**config.mk**
```make
export PLATFORM = sky130hd
export DESIGN_NAME = blit_collide_seq
export DESIGN_NICKNAME = d
export VERILOG_FILES = /design/src/rtl/blit_pkg.sv /design/src/rtl/sat_counter.sv /design/src/rtl/blit_collide_seq.sv
export SDC_FILE = /design/constraint.sdc
export NUM_CORES = 1
export LEC_CHECK = 0
export CORE_MARGIN = 8
export CORE_UTILIZATION = 55
export CTS_CLUSTER_DIAMETER = 150
export CTS_CLUSTER_SIZE = 30
export DETAILED_ROUTE_END_ITERATION = 8
export DONT_BUFFER_PORTS = 1
export PLACE_DENSITY = 0.7
export SYNTH_ARGS = -nofsm -noshare
export SYNTH_HDL_FRONTEND = slang
export SYNTH_SLANG_ARGS = --single-unit
```
**constraint.sdc**
```tcl
create_clock -name clk_0 -period 2.75 [get_ports clk_0]
set_input_delay 0.55 -clock clk_0 [delete_from_list [all_inputs] [get_ports clk_0]]
set_output_delay 0.55 -clock clk_0 [all_outputs]
set_load 0.01 [all_outputs]
```
**src/rtl/blit_pkg.sv**
```systemverilog
// Shared types and bit positions for the blitter collision-stop sequencer.
package blit_pkg;

  typedef enum logic [1:0] {
    IDLE    = 2'd0,
    RUN     = 2'd1,
    STOPPED = 2'd2,
    ABORT   = 2'd3
  } blit_state_e;

  // Stop control register bits (gpu_din)
  localparam int CTL_RESUME = 0;
  localparam int CTL_ABORT  = 1;
  localparam int CTL_STOPEN = 2;
  localparam int CTL_CLRCNT = 3;

  // Status word bits (gpu_dout); the count occupies bits 15:8
  localparam int ST_STOPEN    = 0;
  localparam int ST_STOPPED   = 1;
  localparam int ST_BUSY      = 2;
  localparam int ST_DRV_RESET = 3;

endpackage

```
**src/rtl/sat_counter.sv**
```systemverilog
// Saturating up-counter with synchronous clear; clear beats increment.
module sat_counter #(
  parameter int W = 8
) (
  input  logic         clk,
  input  logic         reset,
  input  logic         inc,
  input  logic         clr,
  output logic [W-1:0] count
);

  always_ff @(posedge clk) begin
    if (reset || clr) begin
      count <= '0;
    end else if (inc && (count != '1)) begin
      count <= count + W'(1);
    end
  end

endmodule

```
**src/rtl/blit_collide_seq.sv**
```systemverilog
// Gates blitter destination writes and halts the blit on a data-compare
// collision until the GPU resumes it or aborts it with a timed blitter reset.
module blit_collide_seq
  import blit_pkg::*;
#(
  parameter int ABORT_CYCLES = 4,
  parameter int CNT_W        = 8
) (
  input  logic             clk_0,
  input  logic             reset,
  input  logic             start,
  input  logic             wr_req,
  input  logic             last,
  input  logic             nowrite,
  input  logic             ctrlld,
  input  logic [3:0]       gpu_din,
  input  logic             statrd,
  output logic             wr_gnt,
  output logic             busy,
  output logic             stopped,
  output logic             drv_reset,
  output logic             done,
  output logic [CNT_W-1:0] coll_count,
  output logic [15:0]      gpu_dout
);

  blit_state_e state, next_state;
  logic        stopen;
  logic        skip;
  logic [3:0]  abort_cnt;
  logic        collision;
  logic [7:0]  cnt8;
  logic [15:0] status;

  always_ff @(posedge clk_0) begin
    if (reset) begin
      state <= IDLE;
    end else begin
      state <= next_state;
    end
  end

  always_comb begin
    next_state = state;
    wr_gnt     = 1'b0;
    collision  = 1'b0;
    case (state)
      IDLE: begin
        if (start) next_state = RUN;
      end
      RUN: begin
        collision = wr_req & nowrite & stopen & ~skip;
        wr_gnt    = wr_req & ~collision;
        if (collision) begin
          next_state = STOPPED;
        end else if (wr_req && last) begin
          next_state = IDLE;
        end
      end
      STOPPED: begin
        if (ctrlld && gpu_din[CTL_ABORT]) begin
          next_state = ABORT;
        end else if (ctrlld && gpu_din[CTL_RESUME]) begin
          next_state = RUN;
        end
      end
      ABORT: begin
        // The edge that takes the timer to zero also leaves ABORT
        if (abort_cnt <= 4'd1) next_state = IDLE;
      end
      default: next_state = IDLE;
    endcase
  end

  always_ff @(posedge clk_0) begin
    if (reset) begin
      stopen    <= 1'b0;
      skip      <= 1'b0;
      abort_cnt <= 4'd0;
      done      <= 1'b0;
    end else begin
      done <= (state == RUN) & wr_req & last & ~collision;
      if (ctrlld) stopen <= gpu_din[CTL_STOPEN];
      // skip lets the collided write through once after a resume
      if (state == STOPPED && next_state == RUN) begin
        skip <= 1'b1;
      end else if (state == RUN && (wr_gnt || next_state != RUN)) begin
        skip <= 1'b0;
      end
      if (state == STOPPED && next_state == ABORT) begin
        abort_cnt <= 4'(ABORT_CYCLES);
      end else if (state == ABORT && abort_cnt != 4'd0) begin
        abort_cnt <= abort_cnt - 4'd1;
      end
    end
  end

  sat_counter #(.W(CNT_W)) u_coll_cnt (
    .clk   (clk_0),
    .reset (reset),
    .inc   (collision),
    .clr   (ctrlld & gpu_din[CTL_CLRCNT]),
    .count (coll_count)
  );

  assign busy      = (state != IDLE);
  assign stopped   = (state == STOPPED);
  assign drv_reset = (state == ABORT);

  generate
    if (CNT_W >= 8) begin : g_cnt_trunc
      assign cnt8 = coll_count[7:0];
    end else begin : g_cnt_ext
      assign cnt8 = {{(8 - CNT_W){1'b0}}, coll_count};
    end
  endgenerate

  always_comb begin
    status               = 16'h0000;
    status[ST_STOPEN]    = stopen;
    status[ST_STOPPED]   = stopped;
    status[ST_BUSY]      = busy;
    status[ST_DRV_RESET] = drv_reset;
    status[15:8]         = cnt8;
  end

  assign gpu_dout = statrd ? status : 16'h0000;

endmodule
```
==> metrics.md <==
| Metric | Value |
|---|---|
| Pins Over Slew Limit | `0` |
| Total number of H-tree levels | `1` |
| Bufs and invs on worst path | `0` |
| Iteration-0 DRC Markers | `9` |
| CP Launch Point | `state[1]` |
| Hold Crit Class | `input port to register` |
| DIE AREA | `0.00338 mm2` |
| Antenna Violating Nets Remaining | `0` |
| Worst Path Max Fanout | `9` |
| Post-synth top flop | `dfxtp_1` |
| Worst-Skew Late Latency | `slightly below 0.3 ns` |
| Grt ovf | `0` |
| Synth Cell Area | `roughly 1000 um2` |
| Synth Register Bits | `17` |
| Clk_skew | `roughly 0.0036 ns` |
| Clock transition at path regs | `0.10 ns` |
| Synthesis-to-finish area growth | `1.79%` |
| R2r endpoint | `u_coll_cnt.count[7]` |
| Max layer used | `met4` |
| Status | `finished, final reports clean` |
| Avg WL per Cell | `14.9 um` |
| Critical path endpoint category | `output port` |
| Reg2Reg Depth | `5` |
| Global-route usage over all layers | `approximately 13%` |
| DRT Pass-1 Iters | `4` |
| Ys async rst share | `0%` |
| Root buf cell | `clkbuf_4` |
| Critical path, cell by cell | `nor2b_1 -> and2_1` |
| # IOs | `41` |
| WP depth | `2` |
| Netlist cell types | `36` |
| Post-Synthesis Cells | `120` |
| Vias | `about 820` |
| Initial antenna violation count | `0` |
| CP Capture Point | `gpu_dout[1]` |
| CP max stage cell | `dfxtp_1` |
| Die width | `a little under 60 um` |
| DR vias/cell | `5.72` |
| Nets@finish | `135` |
| Arr. time, crit path | `approximately 1.4 ns` |
| Pin count of the biggest net entering global routing | `13` |
| Number of buffers created by CTS | `3` |
| Max cap viols | `0` |
| TritonCTS Sinks | `17` |
| Syn_area_per_cell | `just over 8 um2` |
| RSZ-0062 raised after global routing | `no` |
| Met2 wire length | `~950 um` |
| DP Wirelength | `approximately 1.6 mm` |
| CP required | `2.20 ns` |
| Post CTS Setup Buffer Count | `0` |
| Register area share after synthesis | `34.8%` |
| Wire length on met3 | `240 um` |
| Critical path class | `register to output port` |
| CTS tree | `yes` |
| Power Density | `~440 mW/mm2` |
| Cell leakage power | `0.383 nW` |
| First-pass GRT wire length | `3.39 mm` |
| Max VDD drop | `0.219 mV` |
| Max Root-Sink Buffers | `2` |
| Critical R2R Launch | `u_coll_cnt.count[0]` |
| Tmin final | `1.90 ns` |
| Crit path max-delay family | `simple AND/OR/NAND/NOR gates` |
| Final setup violation count | `0` |
| EDFF count, synth | `0` |
| # resized after CTS | `0` |
| Final Hold Fails | `0` |
| DRC errors left | `0` |
| Fmax | `0.526 GHz` |
| PortBufs | `0` |
| CP max stage delay | `0.48 ns` |
| Cell row count | `15` |
| Fillers | `around 160` |
| Syn. warnings | `0` |
| Share of cells above drive strength 1 | `6.72%` |
| Vias in the first global route | `712` |
| Core ar. | `0.00171 mm2` |
| Initial core utilization | `57.2%` |
| Wl on met1 | `901 um` |
| Startpoint types | `register` |
| Final core occ | `58.2%` |
| GPL Wtd Cong | `0.753` |
| Hold Buf Count CTS | `0` |
| Antenna diodes | `0` |
| Routed Wire Length | `2.14 mm` |
| Die H | `58.2 um` |
| Fin Setup TNS | `0 ns` |
| Register-to-register setup slack | `1.08 ns` |
| Final period utilization | `69.1%` |
==> routing by layer <==
metal	vias to the layer above	track usage, %
met5	-	0
met4	0	8.39
met3	4	4.86
met2	36	20.7
met1	380	14.0
li1	403	-
==> how the worst min path moves through the flow <==
stage / from / end / slack (ns) / depth (start not counted)
2_1_floorplan: skip / skip / 0.44 / 2
5_1_grt: reset / skip / 0.29 / 1
6_report: reset / skip / 0.31 / 1
3_3_place_gp: skip / skip / 0.45 / 2
3_5_place_dp: skip / skip / 0.45 / 2
4_1_cts: reset / skip / 0.30 / 1
==> kinds of logic (layout without fill, tap and decap cells) <==
| kind of cell | Yosys count | in the layout | synth area share, % |
|---|---|---|---|
| flops | 17 | 17 | 34.8 |
| buf+inv | 15 | 11 | 8.07 |
| fa+ha+maj | 3 | 3 | 3.84 |
| xor+xnor | 4 | 4 | 3.59 |
| other cells | 1 | 4 | 0.384 |
| compound gates | 24 | 24 | 16.6 |
| mux | 2 | 2 | 2.05 |
| simple gates | 54 | 54 | 30.6 |
==> cell usage after synthesis (2+ instances only) <==
cell       n  area, um2
or3_1      4       25.0
ha_1       3       37.5
a21oi_1    9       45.0
mux2i_1    2       20.0
dfxtp_1   17        340
inv_1      7       26.3
nand2_1    7       26.3
buf_4      6       45.0
nand3_1    4       20.0
and3_1     2       12.5
a211oi_1   2       15.0
nand4_1    3       18.8
nor2_1    12       45.0
a311oi_1   2       17.5
o21ai_0    5       25.0
and3b_1    2       17.5
clkbuf_1   2       7.51
xnor2_1    3       26.3
and2_1    11       68.8
==> state kept, by name, indices dropped and copies added (netlist names) <==
name and cells:
done 1, u_coll_cnt.count 8, skip 1, state 2, abort_cnt 4, stopen 1
==> cell usage in the layout, fill, tap and decap left out, types with 4 or more instances in the layout <==
cell,netlist,routed
nand2_1,7,7
o21ai_0,5,5
a21oi_1,9,9
nand3_1,4,4
or3_1,4,4
dfxtp_1,17,17
inv_1,7,7
conb_1,1,4
nor2_1,12,12
and2_1,11,11
==> where the power goes <==
| part | switching (mW) | internal (mW) |
|---|---|---|
| Sequential | 0.00849 | 0.251 |
| Combinational | 0.0259 | 0.0139 |
| Clock | 0.0827 | 0.0542 |
==> metrics by stage <==
| step | cell area [um2] | total power, mW | instances | hold WS [ns] | setup slack, ns |
|---|---|---|---|---|---|
| finish | 995 | 0.436 | 144 | 0.307 | 0.850 |
| global route | 995 | 0.455 | 144 | 0.285 | 0.775 |
| CTS | 995 | 0.445 | 144 | 0.295 | 0.829 |
| detailed placement | 967 | 0.305 | 140 | 0.453 | 0.994 |
| global placement | 967 | 0.305 | 140 | 0.454 | 1.02 |
| floorplan | 988 | 0.306 | 123 | 0.436 | 1.02 |
==> worst reg2reg max path: stages (launching register included) <==
cell,delay [ns]
dfxtp_1,0.40
ha_1,0.26
nand3_1,0.13
o211ai_4,0.15
or4_1,0.52
a21oi_1,0.15
==> cell type report <==
type | count | area (um2) | area share [%]
clock buffers | 3 | 22.5 | 2.26
clock inverters | 1 | 5.00 | 0.503
multi-input cells | 91 | 569 | 57.2
flip-flops and latches | 17 | 340 | 34.2
inverters | 7 | 26.3 | 2.64
well taps | 25 | 31.3 | 3.14
No activity file was read; power rests on OpenSTA's default activity.
